## src/rtl/resp_cap_pkg.sv

```systemverilog
// Shared types and defaults for the response MISR capture stage.
// resp_misr_capture honours `RESP_XMASK_EN (per-bit response masking).
package resp_cap_pkg;

    typedef enum logic [1:0] {
        IDLE  = 2'd0,
        RUN   = 2'd1,
        CHECK = 2'd2,
        DONE  = 2'd3
    } state_t;

    localparam int              RESP_W_DEFAULT = 8;
    localparam int              SIG_W_DEFAULT  = 16;
    localparam int              CNT_W_DEFAULT  = 16;
    localparam logic [15:0]     POLY_DEFAULT   = 16'h1021;
    localparam logic [15:0]     SEED_DEFAULT   = 16'hFFFF;

    // One MISR step at the default widths and polynomial.
    function automatic logic [SIG_W_DEFAULT-1:0] misr_step(
        input logic [SIG_W_DEFAULT-1:0]  sig,
        input logic [RESP_W_DEFAULT-1:0] data
    );
        logic [SIG_W_DEFAULT-1:0] shifted;
        shifted = {sig[SIG_W_DEFAULT-2:0], 1'b0};
        if (sig[SIG_W_DEFAULT-1]) begin
            shifted = shifted ^ POLY_DEFAULT;
        end
        return shifted ^ SIG_W_DEFAULT'(data);
    endfunction

endpackage

```

## src/rtl/resp_misr_capture_misr_reg.sv

```systemverilog
// Galois MISR: loads a seed, then folds one response vector per enabled cycle.
module misr_reg #(
    parameter int               SIG_W  = 16,
    parameter int               RESP_W = 8,
    parameter logic [SIG_W-1:0] POLY   = 16'h1021
) (
    input  logic              clk,
    input  logic              rst_n,
    input  logic              load,
    input  logic [SIG_W-1:0]  seed,
    input  logic              en,
    input  logic [RESP_W-1:0] data,
    output logic [SIG_W-1:0]  sig
);

    logic [SIG_W-1:0] sig_next;

    always_comb begin
        sig_next = {sig[SIG_W-2:0], 1'b0};
        if (sig[SIG_W-1]) begin
            sig_next = sig_next ^ POLY;
        end
        sig_next = sig_next ^ SIG_W'(data);
    end

    always_ff @(posedge clk) begin
        if (!rst_n) begin
            sig <= seed;
        end else if (load) begin
            sig <= seed;
        end else if (en) begin
            sig <= sig_next;
        end
    end

endmodule

```

## src/rtl/resp_misr_capture.sv

```systemverilog
// Response capture: compacts num_patterns beats into a MISR and checks the result.
// Define RESP_XMASK_EN to add the resp_mask port (masked bits are compacted as 0).
//
//   state | meaning
//   IDLE  | waiting for start
//   RUN   | accepting and compacting beats
//   CHECK | one cycle, comparing signature with the latched golden value
//   DONE  | verdict held on pass; start re-arms
module resp_misr_capture
    import resp_cap_pkg::*;
#(
    parameter int               RESP_W = 8,
    parameter int               SIG_W  = 16,
    parameter int               CNT_W  = 16,
    parameter logic [SIG_W-1:0] POLY   = POLY_DEFAULT,
    parameter logic [SIG_W-1:0] SEED   = SEED_DEFAULT
) (
    input  logic              clk,
    input  logic              rst_n,
    input  logic              start,
    input  logic              abort,
    input  logic [CNT_W-1:0]  num_patterns,
    input  logic [SIG_W-1:0]  exp_sig,
    input  logic              resp_valid,
    input  logic [RESP_W-1:0] resp_data,
    output logic              resp_ready,
    output logic              busy,
    output logic              done,
    output logic              pass,
    output logic [SIG_W-1:0]  signature,
    output logic [CNT_W-1:0]  beat_cnt
`ifdef RESP_XMASK_EN
    ,
    input  logic [RESP_W-1:0] resp_mask
`endif
);

    localparam logic [CNT_W-1:0] CNT_ONE = CNT_W'(1);

    state_t            state;
    state_t            state_nxt;
    logic [CNT_W-1:0]  target;
    logic [SIG_W-1:0]  exp_lat;
    logic              pass_r;
    logic              arm;
    logic              take;
    logic              last_beat;
    logic [RESP_W-1:0] misr_data;

`ifdef RESP_XMASK_EN
    assign misr_data = resp_data & ~resp_mask;
`else
    assign misr_data = resp_data;
`endif

    // Handshake outputs come from the state register only.
    assign resp_ready = (state == RUN);
    assign busy       = (state == RUN) || (state == CHECK);
    assign done       = (state == DONE);
    assign pass       = pass_r;

    assign arm       = start && !abort && ((state == IDLE) || (state == DONE));
    assign take      = resp_ready && resp_valid && !abort;
    assign last_beat = ((beat_cnt + CNT_ONE) == target);

    always_comb begin
        state_nxt = state;
        if (abort) begin
            state_nxt = IDLE;
        end else begin
            case (state)
                IDLE, DONE: begin
                    if (start) begin
                        state_nxt = (num_patterns == '0) ? CHECK : RUN;
                    end
                end
                RUN: begin
                    if (take && last_beat) begin
                        state_nxt = CHECK;
                    end
                end
                CHECK:   state_nxt = DONE;
                default: state_nxt = IDLE;
            endcase
        end
    end

    always_ff @(posedge clk) begin
        if (!rst_n) begin
            state <= IDLE;
        end else begin
            state <= state_nxt;
        end
    end

    // Abort leaves signature and beat_cnt untouched so a cancelled run can be inspected.
    always_ff @(posedge clk) begin
        if (!rst_n) begin
            beat_cnt <= '0;
            target   <= '0;
            exp_lat  <= '0;
            pass_r   <= 1'b0;
        end else begin
            if (arm) begin
                beat_cnt <= '0;
                target   <= num_patterns;
                exp_lat  <= exp_sig;
            end else if (take) begin
                beat_cnt <= beat_cnt + CNT_ONE;
            end

            if (abort || arm) begin
                pass_r <= 1'b0;
            end else if (state == CHECK) begin
                pass_r <= (signature == exp_lat);
            end
        end
    end

    misr_reg #(
        .SIG_W  (SIG_W),
        .RESP_W (RESP_W),
        .POLY   (POLY)
    ) u_misr (
        .clk   (clk),
        .rst_n (rst_n),
        .load  (arm),
        .seed  (SEED),
        .en    (take),
        .data  (misr_data),
        .sig   (signature)
    );

endmodule

```

## config.mk

```make
export PLATFORM = sky130hd
export DESIGN_NAME = resp_misr_capture
export DESIGN_NICKNAME = d
export VERILOG_FILES = /design/src/rtl/resp_cap_pkg.sv /design/src/rtl/resp_misr_capture_misr_reg.sv /design/src/rtl/resp_misr_capture.sv
export SDC_FILE = /design/constraint.sdc
export NUM_CORES = 1
export LEC_CHECK = 0
export CAP_MARGIN = 10
export CORE_ASPECT_RATIO = 0.9
export CORE_MARGIN = 2
export CORE_UTILIZATION = 30
export DETAILED_ROUTE_END_ITERATION = 16
export PLACE_DENSITY_LB_ADDON = 0.08
export SYNTH_ARGS = -nofsm -noshare
export SYNTH_HDL_FRONTEND = slang
export SYNTH_SLANG_ARGS = --single-unit
export TNS_END_PERCENT = 100
```

## constraint.sdc

```tcl
create_clock -name clk -period 2.52 [get_ports clk]
set_input_delay 0.378 -clock clk [delete_from_list [all_inputs] [get_ports clk]]
set_output_delay 0.378 -clock clk [all_outputs]
set_load 0.005 [all_outputs]
```

==> flow_summary_export.csv, run 1 <==
group,metric,value,unit
timing,slew-limit-headroom,62.1,%
yosys,asyncSetResetFlopFracSynth,0,%
pwr,p_sw,628,uW
yosys,yosys-mux-area-fraction,0.280,%
pwr,p_per_area,539,nW/um^2
clock_tree,ctsResizeCount,0,
timing,setup_viol,0,
grt,grt_pass1_wl,16600,um
pwr,switching_share,24.1,%
setup_path,startpoint_type,"flip-flop",
pwr,intPower,1980,uW
routing,wl_per_cell,15.6,um
pwr,pwr-share-seq,43.4,%
final_layout,drive_above_1_share,8.43,%
clock_tree,clockBufferDepth,2,
worst_hold_path,hold_path.class,"flip-flop to flip-flop",
timing,fin_crit_sh,92.6,%
grt,antenna_found_initial,0,
timing,finalHoldViolations,0,
final_layout,final_core_util,41.9,%
placed_design,dp_hpwl,8070,um
setup_path,endpoint_kind,"flip-flop",
placed_design,place_ws,0.225,ns
timing,clock_skew,0.00624,ns
floorplanning,die_x,119,um
setup_path,worst-setup-path-type,"flip-flop to flip-flop",
clock_tree,cts_tree,"done",
yosys,synth_cells,441,
routing,num_vias,3243,
yosys,synth-main-ff-cell,"dfxtp_1",
placed_design,portBuffers,80,
setup_path,cp_max_fo,8,
yosys,synthSimpleGateAreaFrac,26.8,%
timing,rsz0062_at_grt,"false",
clock_tree,clk_pin_slew_worst_paths,0.05,ns
timing,finalMaxSlewViolations,0,
yosys,synth-xor-area-share,13.0,%
yosys,yosys_warnings,0,
timing,fmax,429,MHz
setup_path,cp.arrival,2.61,ns
yosys,synth_edf_count,0,
routing,drtPass1Iterations,4,
yosys,ys_seq_elements,67,
pwr,p_leak,0.00176,uW
routing,drtAntennaViolNets,0,
pwr,finalPower,2610,uW
yosys,synth_cell_types,48,
pwr,p_clk_share,44.0,%
routing,wl,10600,um
job,cap_viol_max_count,0,
floorplanning,fp-row-count,37,
clock_tree,cts.root.buffer_cell,"clkbuf_16",
routing,drcViolationCount,0,
grt,grt_overflow,0,
clock_tree,holdBufCountCts,0,
pwr,irDropWorstVdd,0.000252,V
clock_tree,post_cts_buffers,0,
clock_tree,htreeDepth,3,
yosys,synth_nets,490,
timing,finalSetupTns,0,ns
clock_tree,cts_num_sinks,67,
floorplanning,initial_core_util,31.0,%
timing,tightestPinTransition,0.564,ns
final_layout,diodes,0,
yosys,seq_area_frac_synth,37.5,%
timing,min_period,2.33,ns
clock_tree,clk_latency,0.33,ns
grt,grt_use_total,17.1,%
routing,drt_iter0_drc,226,
routing,drt-vias-per-instance,4.78,
yosys,synth-compound-area-share,15.4,%
yosys,syn_area,3580,sq um
final_layout,fillers,1207,
timing,finalHoldWorstSlack,0.475,ns
timing,fin_ws,0.187,ns
yosys,avgSynthCellArea,8.11,sq um
floorplanning,core_area,11500,sq um
placed_design,gp_congestion,0.865,
yosys,synth_top_family_by_area,"simple AND/OR/NAND/NOR gates",
clock_tree,cts_buffers,9,
status,status,"completed",
grt,grt_start_max_net_pins,28,
pwr,p_comb_share,12.5,%
floorplanning,ios,81,
grt,first_global_vias,3012,
floorplanning,dieArea,12800,sq um
yosys,synthAdderAreaFrac,1.40,%
setup_path,crit_required,2.79,ns
final_layout,nets,568,
floorplanning,fp.dieH,108,um
final_layout,syn2layout_area_growth,35.1,%
[metrics by stage]
stage | cell area, sq um | std cells
final | 4830 | 678
after global routing | 4830 | 678
after CTS | 4830 | 678
after detailed placement | 4560 | 664
after global placement | 4560 | 664
after floorplan | 3580 | 441
[worst max-delay path, cell delays in order, from the launching register on]
cell and delay (ns):
dfxtp_1 0.41, ha_1 0.35, nand3_2 0.19, o41ai_1 0.39, a31oi_1 0.16, o22a_2 0.27, and4_1 0.21, nor3_1 0.15
o21a_1 0.14
[cells in the mapped netlist (5+ instances only)]
cell	instances	area share (%)
a21oi_1	9	1.3
dfxtp_1	67	38
and4_1	6	1.5
o21ai_0	7	0.98
or3_1	5	0.87
and3_1	6	1.0
nor4_1	6	1.0
clkbuf_1	19	2.0
nand4_1	9	1.6
nor3_1	5	0.70
buf_4	10	2.1
nor2_1	21	2.2
nand2_1	101	11
inv_1	8	0.84
a21boi_0	32	6.7
nand2b_1	5	0.87
a31oi_1	5	0.87
xor2_1	12	2.9
nand3_1	17	2.4
o211ai_1	10	2.1
xnor2_1	41	10
[power by group through the flow]
stage                     Sequential (uW)  Combinational [uW]  Clock, uW
after floorplan                      1140                 173          0
after global placement               1150                 329          0
after detailed placement             1160                 328          0
after CTS                            1130                 330       1180
after global routing                 1140                 362       1230
final                                1130                 326       1150
[metal layers]
metal | track usage, % | up-vias | wire length, um
met2 | 23.2 | 100 | 4320
met4 | 5.44 | 0 | 67
met1 | 25.5 | 1478 | 5510
met3 | 5.19 | 4 | 678
li1 | - | 1661 | -
met5 | 0 | - | 0
[worst paths after layout]
path | cells after the start | slack [ns] | from | endpoint
setup / recovery | 8 | 0.19 | beat_cnt[1] | state[0]
hold / removal | 2 | 0.48 | exp_lat[7] | exp_lat[7]
setup reg to reg | 8 | 0.19 | beat_cnt[1] | state[0]
hold reg to reg | 2 | 0.48 | exp_lat[7] | exp_lat[7]
[cells in the final DEF (no fill, tap or decap), types with 2 or more instances in the layout]
master,instances
clkbuf_16,9
a41oi_1,2
xnor2_1,41
xor2_1,12
dfxtp_1,67
inv_1,8
a2111oi_2,2
and3_4,2
nand4_1,9
or3_1,5
and4_1,6
nand3_1,17
nor4_1,6
clkdlybuf4s50_1,80
buf_4,21
clkbuf_8,2
nor2b_1,3
nand3_2,2
nand2_1,101
nor2_1,20
o21ai_0,7
a21boi_0,32
nor3_1,5
ha_1,4
a31oi_1,5
o211ai_1,10
and2_0,2
and3_1,6
nand2b_1,5
a21oi_1,9
[area by class of cell]
| class | count | area [sq um] | share of cell area [%] |
|---|---|---|---|
| clock buffers | 12 | 256 | 5.31 |
| clock inverters | 2 | 12.5 | 0.259 |
| inverters | 8 | 30.0 | 0.622 |
| multi-input cells | 332 | 2040 | 42.2 |
| flip-flops and latches | 67 | 1340 | 27.8 |
| well taps | 156 | 195 | 4.04 |
| repair buffers | 101 | 958 | 19.8 |
[cell families after synthesis]
| family | Yosys count |
|---|---|
| compound gates | 76 |
| flops | 67 |
| simple gates | 198 |
| buf+inv | 42 |
| mux | 1 |
| xor+xnor | 53 |
| fa+ha+maj | 4 |
[flip-flops by register name, summed over array words and instances, names as in the netlist]
register / cells
state: 2
pass: 1
exp_lat: 16
beat_cnt: 16
target: 16
u_misr.sig: 16
Power figures use the tool's default switching activity.
==> inputs of run 2 (changes only) <==
CAP_MARGIN = 20   (was 10)
clock period = 3 ns   (was 2.52 ns; I/O delays follow)
==> run 2 against run 1 <==
  * Count of clock-buffer cells in the layout decreased by 1
  * Highest routed layer unchanged
  * Register-to-register slack improved by 0.11 ns
  * Flip-flop and latch count unchanged
  * Routed wire length decreased by 0.16%
  * Combinational power shrank 18%
  * Cell area down 0.85%
  * Global-route usage down 0.14 points
  * Clock skew hardly changed
  * Largest power group unchanged
  * Total power fell by 11%
  * Critical path depth did not move
  * Cell count shrank 1.3%
  * Sequential share of layout area rose by 0.24 points
==> flow_summary_export.csv, run 2 (synthesis results as in run 1) <==
group,metric,value,unit
final_layout,final_area,4790,sq um
timing,slew-limit-headroom,41.0,%
placed_design,placed_cell_area,4480,sq um
timing,fin_crit_sh,89.9,%
setup_path,cp_max_fo,8,
clock_tree,clk_latency,0.32,ns
clock_tree,cts_num_sinks,67,
final_layout,fillers,1185,
pwr,finalPower,2330,uW
worst_hold_path,hp-start,"exp_lat[8]",
setup_path,startpoint,"beat_cnt[0]",
placed_design,dpl.cell_count,653,
final_layout,syn2layout_area_growth,33.9,%
setup_path,cp_cell_sequence,"ha_1 > nand3_2 > nor2_1 > a32oi_1 > a2111oi_2 > and4_1 > o21ai_1 > and3_1",
setup_path,startpoint_type,"flip-flop",
placed_design,gp_congestion,0.859,
timing,finalMaxSlewViolations,0,
routing,drtAntennaViolNets,0,
grt,antenna_found_initial,0,
clock_tree,holdBufCountCts,0,
timing,fmax,371,MHz
grt,grtUsageMet1,25.5,%
floorplanning,die_x,119,um
setup_path,r2r-end,"state[1]",
final_layout,diodes,0,
routing,drtPass1Iterations,4,
grt,grt_use_met3,4.24,%
clock_tree,cts_buffers,9,
timing,tightestPinTransition,0.885,ns
routing,drcViolationCount,0,
final_layout,drive_above_1_share,6.63,%
setup_path,endpoint,"state[1]",
clock_tree,ctsResizeCount,0,
setup_path,worst-setup-path-type,"flip-flop to flip-flop",
placed_design,portBuffers,80,
floorplanning,core_area,11500,sq um
floorplanning,dieArea,12800,sq um
routing,drt_iter0_drc,187,
placed_design,dp_hpwl,7950,um
setup_path,critical_path.max_stage_delay,0.54,ns
grt,gr-usage-met2,23.9,%
timing,finalHoldWorstSlack,0.474,ns
clock_tree,cts_tree,"done",
job,cap_viol_max_count,0,
setup_path,cp.arrival,2.91,ns
timing,rsz0062_at_grt,"false",
clock_tree,post_cts_buffers,0,
floorplanning,fp-row-count,37,
clock_tree,clockBufferDepth,2,
clock_tree,htreeDepth,3,
floorplanning,ios,81,
grt,grt_use_total,17.0,%
routing,wl_per_cell,15.8,um
setup_path,crit_required,3.22,ns
setup_path,crit_cells,8,
timing,setup_viol,0,
status,status,"completed",
setup_path,critPathBufInv,0,
pwr,p_per_area,486,nW/um^2
timing,finalHoldViolations,0,
grt,grt_start_max_net_pins,33,
grt,first_global_vias,3031,
clock_tree,cts.root.buffer_cell,"clkbuf_16",
worst_hold_path,min_path_cells,2,
grt,grt_pass1_wl,16800,um
setup_path,crit_family,"simple AND/OR/NAND/NOR gates",
setup_path,rrSetupSlack,0.30,ns
setup_path,rr_worst_depth,8,
timing,clock_skew,0.00635,ns
routing,drt-vias-per-instance,4.77,
final_layout,final_cells,669,
setup_path,reg2reg_from,"beat_cnt[0]",
routing,wl,10600,um
grt,grt.busiest_layer,"met1",
final_layout,final_cell_mix,"101 x nand2_1, 80 x clkdlybuf4s50_1, 67 x dfxtp_1",
setup_path,slowest_stage,"dfxtp_1",
timing,finalSetupTns,0,ns
final_layout,final_common_cell,"nand2_1",
grt,grt_overflow,0,
setup_path,endpoint_kind,"flip-flop",
timing,min_period,2.70,ns
pwr,p_leak,0.00172,uW
pwr,irDropWorstVdd,0.000226,V
worst_hold_path,hold_path.class,"flip-flop to flip-flop",
routing,num_vias,3190,
floorplanning,initial_core_util,31.0,%
final_layout,nets,557,
clock_tree,clk_pin_slew_worst_paths,0.06,ns
floorplanning,fp.dieH,108,um
[run 2: cell count changes in the layout (fill, tap and decap cells not counted), sizes merged]
cell,delta
buf,-11
clkinv,+1
bufinv,+2
clkbuf,-1
[run 2: metrics by stage]
step / util (%) / setup WS, ns
global placement: 38.8 / 0.374
finish: 41.5 / 0.302
floorplan: - / 0.855
detailed placement: 38.8 / 0.374
global route: 41.5 / 0.128
CTS: 41.5 / 0.349
[run 2: worst min-delay path by stage]
stage and to:
2_1_floorplan target[3], 3_3_place_gp exp_lat[11], 3_5_place_dp exp_lat[8], 4_1_cts exp_lat[8], 5_1_grt exp_lat[9], 6_report exp_lat[8]
[run 2: final cells by class]
| cell class | count | area, sq um | area share [%] |
|---|---|---|---|
| timing repair buffer | 90 | 876 | 18.3 |
| clock inverter | 5 | 77.6 | 1.62 |
| inverter | 8 | 30.0 | 0.627 |
| sequential | 67 | 1340 | 28.0 |
| multi-input combinational | 332 | 2040 | 42.5 |
| tap | 156 | 195 | 4.08 |
| clock buffer | 11 | 233 | 4.86 |
[run 2: worst min-delay path, cell delays in order, from the launching register on]
cell and delay [ns]:
dfxtp_1 0.31, nand2_1 0.05, a21boi_0 0.06
[run 2: power by group]
group | internal (uW) | leakage, uW | switching [uW] | total, uW
Combinational | 141 | 0.00103 | 126 | 267
Clock | 725 | 0.000150 | 381 | 1110
Sequential | 922 | 0.000544 | 30.2 | 952
Total | 1790 | 0.00172 | 538 | 2330
[run 2: layer usage]
| metal | vias to the layer above | routed length, um |
|---|---|---|
| met3 | 2 | 745 |
| li1 | 1640 | - |
| met1 | 1456 | 5400 |
| met4 | 0 | 44 |
| met2 | 92 | 4370 |
| met5 | - | 0 |
